--- src/rtl/button_shaper_pkg.sv ---
// Shared definitions for the button shaper.
// Contents:
//   shaper_state_t          - 2-bit per-channel FSM state encoding
//   DEFAULT_DEBOUNCE_CYCLES - default stable-cycle count to accept a level change
//   DEFAULT_REPEAT_CYCLES   - default autorepeat period (BUTTON_AUTOREPEAT_EN builds only)
//   counter_width()         - width of a counter that can hold max(a, b)
package button_shaper_pkg;

  typedef enum logic [1:0] {
    IDLE       = 2'b00,
    PRESS_DB   = 2'b01,
    HELD       = 2'b10,
    RELEASE_DB = 2'b11
  } shaper_state_t;

  localparam int unsigned DEFAULT_DEBOUNCE_CYCLES = 500000;
  localparam int unsigned DEFAULT_REPEAT_CYCLES   = 25000000;

  // Sized for the larger of the two periods so the same counter can serve
  // both the debounce and the autorepeat timing.
  function automatic int unsigned counter_width(input int unsigned a, input int unsigned b);
    int unsigned m;
    m = (a > b) ? a : b;
    return $clog2(m + 1);
  endfunction

endpackage

--- src/rtl/button_shaper_channel.sv ---
// One button channel: 2-flop synchronizer, debounce FSM and counter.
// Parameters:
//   DEBOUNCE_CYCLES - consecutive stable cycles needed to accept a level change
//   REPEAT_CYCLES   - autorepeat period (only used when BUTTON_AUTOREPEAT_EN is defined)
// Ports:
//   clk   - system clock
//   rst   - synchronous active-high reset
//   raw   - asynchronous key input, active-low (0 = pressed)
//   pulse - registered one-cycle active-high press pulse
// Optional feature: BUTTON_AUTOREPEAT_EN adds repeat pulses while the key is held.
module button_shaper_channel
  import button_shaper_pkg::*;
#(
  parameter int unsigned DEBOUNCE_CYCLES = DEFAULT_DEBOUNCE_CYCLES,
  parameter int unsigned REPEAT_CYCLES   = DEFAULT_REPEAT_CYCLES
) (
  input  logic clk,
  input  logic rst,
  input  logic raw,
  output logic pulse
);

  localparam int unsigned CNT_W = counter_width(DEBOUNCE_CYCLES, REPEAT_CYCLES);
  localparam logic [CNT_W-1:0] DB_LAST = CNT_W'(DEBOUNCE_CYCLES - 1);
`ifdef BUTTON_AUTOREPEAT_EN
  localparam logic [CNT_W-1:0] RPT_LAST = CNT_W'(REPEAT_CYCLES - 1);
`endif

  logic [1:0]       sync;
  logic             pressed;
  shaper_state_t    state;
  logic [CNT_W-1:0] cnt;
`ifdef BUTTON_AUTOREPEAT_EN
  // Set only by an accepted press, so a key held through reset or re-pressed
  // during release debounce never starts repeating on its own.
  logic             armed;
`endif

  // Two-flop synchronizer; reset loads the released level so a held key is
  // seen as a fresh level after reset rather than as a glitch.
  always_ff @(posedge clk) begin
    if (rst) begin
      sync <= 2'b11;
    end else begin
      sync <= {sync[0], raw};
    end
  end

  assign pressed = ~sync[1];

  // Debounce FSM. Reset parks in RELEASE_DB so a key still held afterwards
  // lands in HELD without a pulse.
  always_ff @(posedge clk) begin
    if (rst) begin
      state <= RELEASE_DB;
      cnt   <= '0;
      pulse <= 1'b0;
`ifdef BUTTON_AUTOREPEAT_EN
      armed <= 1'b0;
`endif
    end else begin
      pulse <= 1'b0;
      case (state)
        IDLE: begin
          if (pressed) begin
            state <= PRESS_DB;
            cnt   <= '0;
          end
        end
        PRESS_DB: begin
          if (!pressed) begin
            state <= IDLE;
            cnt   <= '0;
          end else if (cnt == DB_LAST) begin
            state <= HELD;
            cnt   <= '0;
            pulse <= 1'b1;
`ifdef BUTTON_AUTOREPEAT_EN
            armed <= 1'b1;
`endif
          end else begin
            cnt <= cnt + CNT_W'(1);
          end
        end
        HELD: begin
          if (!pressed) begin
            state <= RELEASE_DB;
            cnt   <= '0;
`ifdef BUTTON_AUTOREPEAT_EN
            armed <= 1'b0;
`endif
          end
`ifdef BUTTON_AUTOREPEAT_EN
          else if (armed) begin
            if (cnt == RPT_LAST) begin
              cnt   <= '0;
              pulse <= 1'b1;
            end else begin
              cnt <= cnt + CNT_W'(1);
            end
          end
`endif
        end
        RELEASE_DB: begin
          if (pressed) begin
            state <= HELD;
            cnt   <= '0;
          end else if (cnt == DB_LAST) begin
            state <= IDLE;
            cnt   <= '0;
          end else begin
            cnt <= cnt + CNT_W'(1);
          end
        end
        default: begin
          state <= RELEASE_DB;
          cnt   <= '0;
        end
      endcase
    end
  end

endmodule

--- src/rtl/button_shaper.sv ---
// Button shaper: turns three bouncy active-low keys into clean one-cycle
// active-high press pulses. The three channels are independent copies.
// Parameters:
//   DEBOUNCE_CYCLES - stable cycles to accept a level change (4 .. 2^24-1)
//   REPEAT_CYCLES   - autorepeat period, >= 2 (BUTTON_AUTOREPEAT_EN only)
// Ports:
//   clk, rst                 - clock and synchronous active-high reset
//   access_button_raw        - access key, active-low, asynchronous
//   reel_button_raw          - reel key, active-low, asynchronous
//   game_start_button_raw    - game start key, active-low, asynchronous
//   access_button_pulse      - registered press pulse for the access key
//   reel_button_pulse        - registered press pulse for the reel key
//   game_start_button_pulse  - registered press pulse for the game start key
// Optional feature macro: BUTTON_AUTOREPEAT_EN (autorepeat while held).
module button_shaper
  import button_shaper_pkg::*;
#(
  parameter int unsigned DEBOUNCE_CYCLES = DEFAULT_DEBOUNCE_CYCLES,
  parameter int unsigned REPEAT_CYCLES   = DEFAULT_REPEAT_CYCLES
) (
  input  logic clk,
  input  logic rst,
  input  logic access_button_raw,
  input  logic reel_button_raw,
  input  logic game_start_button_raw,
  output logic access_button_pulse,
  output logic reel_button_pulse,
  output logic game_start_button_pulse
);

  button_shaper_channel #(
    .DEBOUNCE_CYCLES(DEBOUNCE_CYCLES),
    .REPEAT_CYCLES  (REPEAT_CYCLES)
  ) u_access (
    .clk  (clk),
    .rst  (rst),
    .raw  (access_button_raw),
    .pulse(access_button_pulse)
  );

  button_shaper_channel #(
    .DEBOUNCE_CYCLES(DEBOUNCE_CYCLES),
    .REPEAT_CYCLES  (REPEAT_CYCLES)
  ) u_reel (
    .clk  (clk),
    .rst  (rst),
    .raw  (reel_button_raw),
    .pulse(reel_button_pulse)
  );

  button_shaper_channel #(
    .DEBOUNCE_CYCLES(DEBOUNCE_CYCLES),
    .REPEAT_CYCLES  (REPEAT_CYCLES)
  ) u_game_start (
    .clk  (clk),
    .rst  (rst),
    .raw  (game_start_button_raw),
    .pulse(game_start_button_pulse)
  );

endmodule

--- config.mk ---
export PLATFORM = sky130hd
export DESIGN_NAME = button_shaper
export DESIGN_NICKNAME = d
export VERILOG_FILES = /design/src/rtl/button_shaper_pkg.sv /design/src/rtl/button_shaper_channel.sv /design/src/rtl/button_shaper.sv
export SDC_FILE = /design/constraint.sdc
export NUM_CORES = 1
export LEC_CHECK = 0
export ABC_AREA = 1
export CAP_MARGIN = 20
export CORE_MARGIN = 2
export CORE_UTILIZATION = 63
export DETAILED_ROUTE_END_ITERATION = 7
export GPL_TIMING_DRIVEN = 1
export PLACE_DENSITY_LB_ADDON = 0.15
export SYNTH_ARGS = -nofsm -noshare
export SYNTH_HDL_FRONTEND = slang
export SYNTH_SLANG_ARGS = --single-unit
--- constraint.sdc ---
create_clock -name clk -period 2 [get_ports clk]
set_clock_uncertainty 0.1 [all_clocks]
set_input_delay 0.2 -clock clk [delete_from_list [all_inputs] [get_ports clk]]
set_output_delay 0.2 -clock clk [all_outputs]
set_load 0.005 [all_outputs]
==> impl_metrics.yaml <==
drt:
  wl_met3_um: 699
  drt_first_pass_iters: 5
  num_vias: 5620
  drt_iter0_drc: 334
  wl_um: 13190
  top_layer: "met4"
  wl_per_cell_um: 12.73
  drtAntennaViolNets: 0
  viasPerCell: 5.425
  met2_length_um: 6306
  drc: 0
  drt-met1-wl_um: 5966
worst_setup_path:
  cp_max_fo: 5
  worst-path-stages: 8
  cpMostUsedCell: "nand3_1"
  reg2reg_setup_slack_ns: 0.20
  slowest_stage: "dfxtp_1"
  max_stage_delay_ns: 0.37
  path_class: "reg -> reg"
  reg2reg_depth: 8
  worst-path-buf-inv: 1
  worst_ep_arrival_time_ns: 1.97
  critPathCaptureType: "flop"
  required_ns: 2.17
  startpoint_type: "flop"
  cp_top_family: "simple AND/OR/NAND/NOR gates"
  path_cells: "ha_1 -> nand3_1 -> inv_1 -> nand2_2 -> nor2_1 -> nand3_1 -> o21ai_0 -> a21oi_1"
timing:
  min_period_ns: 1.801
  rsz0062_at_grt: "no"
  worstMarginPinSlew_ns: 0.4562
  tns_ns: 0
  finalHoldViolCount: 0
  hold_ws_ns: 0.04521
  report.final.slew_viol_count: 0
  fin_crit_sh: 0.9006
  max_freq_ghz: 0.5552
  slew_headroom: 0.6952
  setup_violations: 0
  setup_ws_ns: 0.1988
cts:
  cts_max_level: 3
  cts.sinks: 90
  clk_pin_slew_worst_paths_ns: 0.10
  post_cts_buffers: 0
  root_buffer: "clkbuf_8"
  clkLatencyLatePin_ns: 0.38
  cts_buffers: 9
  cts_buffer_depth: 2
  tritoncts: "yes"
logic_synthesis:
  synth_nets: 926
  yosys.cell_types.count: 36
  synth_warnings: 0
  synth-seq-cells: 90
  avgSynthCellArea_um2: 6.002
  synth_seq_area_share: 0.3270
  syn-instance-count: 918
  syn_area_um2: 5510
global_routing:
  antenna_found_initial: 0
  grt_max_degree: 38
  grt_pass1_vias: 5229
  grtUsageTotal: 0.2856
  overflow: 0
  grt_pass1_wl_um: 22950
finish:
  n_fill_cell: 793
  utilization: 0.6840
  antenna_cells: 0
  area_growth_pct: 6.676
  post_route_cells_drive_above_1_share: 0.08405
  stdcell_count: 1036
  fin_area_um2: 5878
  fin_nets: 931
place:
  post-dp-hpwl_um: 9668
  place_ws_ns: 0.2067
  place_congestion: 0.9960
  port_buffers: 7
  dp.cells: 1020
  place_area_um2: 5683
floorplanning:
  io_pins: 8
  die_h_um: 97.52
  core_area_um2: 8593
  die_w_um: 97.52
  die_area_um2: 9510
  core.rowCount: 34
  start_util: 0.6412
hold_path:
  min_path_type: "in -> reg"
  hold_depth: 2
run:
  cap_viol_max_count: 0
power:
  finalPower_mw: 4.238
  p_per_area_nw_per_um2: 720.9
  peakVddDrop_mv: 0.4374
  p_leak_nw: 2.350
run_status:
  status: "finished clean"
Yosys cell counts, drive strengths merged:
master / n / share of area
nand4: 18 / 0.020
clkinv: 1 / 0.00068
dfxtp: 90 / 0.33
clkbuf: 11 / 0.0086
inv: 111 / 0.076
xor2: 4 / 0.0064
o21a: 3 / 0.0041
nand2: 315 / 0.22
nor4: 2 / 0.0023
ha: 3 / 0.0068
nor3: 10 / 0.0091
a21oi: 65 / 0.060
buf: 11 / 0.013
or2: 11 / 0.012
nand3b: 3 / 0.0041
o21bai: 4 / 0.0054
xnor2: 2 / 0.0032
nor2: 132 / 0.10
o22ai: 1 / 0.0011
o21ai: 38 / 0.035
and3: 1 / 0.0011
nand3: 82 / 0.079
layer usage:
layer,vias to the layer above,track usage
li1,2914,-
met1,2519,0.3609
met2,167,0.4891
met3,20,0.04245
met4,0,0.1143
met5,-,0
registers in the layout (all words and copies together), names as in the netlist, named ones only:
register / flops
u_game_start.cnt: 25
u_access.state: 1
u_reel.sync: 2
u_reel.state: 1
u_game_start.sync: 2
u_reel.pulse: 1
u_access.sync: 2
u_access.cnt: 25
u_game_start.pulse: 1
u_reel.cnt: 25
u_game_start.state: 1
u_access.pulse: 1
worst paths after layout:
| path | start | endpoint |
|---|---|---|
| max | u_game_start.cnt[1] | u_game_start.cnt[22] |
| min reg2reg | u_game_start.sync[0] | u_game_start.sync[1] |
| min | rst | u_game_start.cnt[10] |
| max reg2reg | u_game_start.cnt[1] | u_game_start.cnt[22] |
report_power, final:
| group | internal [mW] | total, mW | switching, mW |
|---|---|---|---|
| registers | 1.88 | 1.97 | 0.0865 |
| logic | 0.323 | 1.04 | 0.716 |
| clock network | 0.486 | 1.23 | 0.742 |
cell usage in the layout, fill, tap and decap left out, types with 4 or more instances in the layout:
cell type	count
nand4_1	18
o21bai_1	4
nand3_1	77
nor3_1	10
or2_2	10
buf_4	7
clkdlybuf4s50_1	6
nand2_2	9
dfxtp_1	90
nor2_1	112
o21ai_0	36
inv_1	107
nor2_2	14
clkbuf_8	9
nor2_4	6
nand3_2	5
a21oi_1	63
xor2_1	4
nand2_1	305
worst reg2reg max path, cell delays in order (launching register included):
cell and delay, ns:
dfxtp_1 0.37, ha_1 0.20, nand3_1 0.12, inv_1 0.10, nand2_2 0.11, nor2_1 0.25, nand3_1 0.14, o21ai_0 0.22
a21oi_1 0.09
area by class of cell:
cell class                 count  area, um2  share of cell area
sequential                    90       1802              0.3065
inverter                     112      422.9             0.07195
clock buffer                   9      123.9             0.02107
tap                          108      135.1             0.02299
timing repair buffer          16      157.7             0.02682
multi-input combinational    694       3171              0.5394
clock inverter                 7      66.31             0.01128
repair_timing:
item	4_1_cts	5_1_grt
endpoints found under the setup margin	0	4
gates resized for setup	0	2
hold buffers	0	0
logic make-up after synthesis:
group                      synth area share
DFF                                  0.3270
buffers and inverters               0.09855
AOI/OAI and AO/OA                    0.1056
xor gates and xnor gates           0.009537
and+or+nand+nor                      0.4525
adders and majority gates          0.006813
Note: power is estimated with default switching activity, not from simulation.
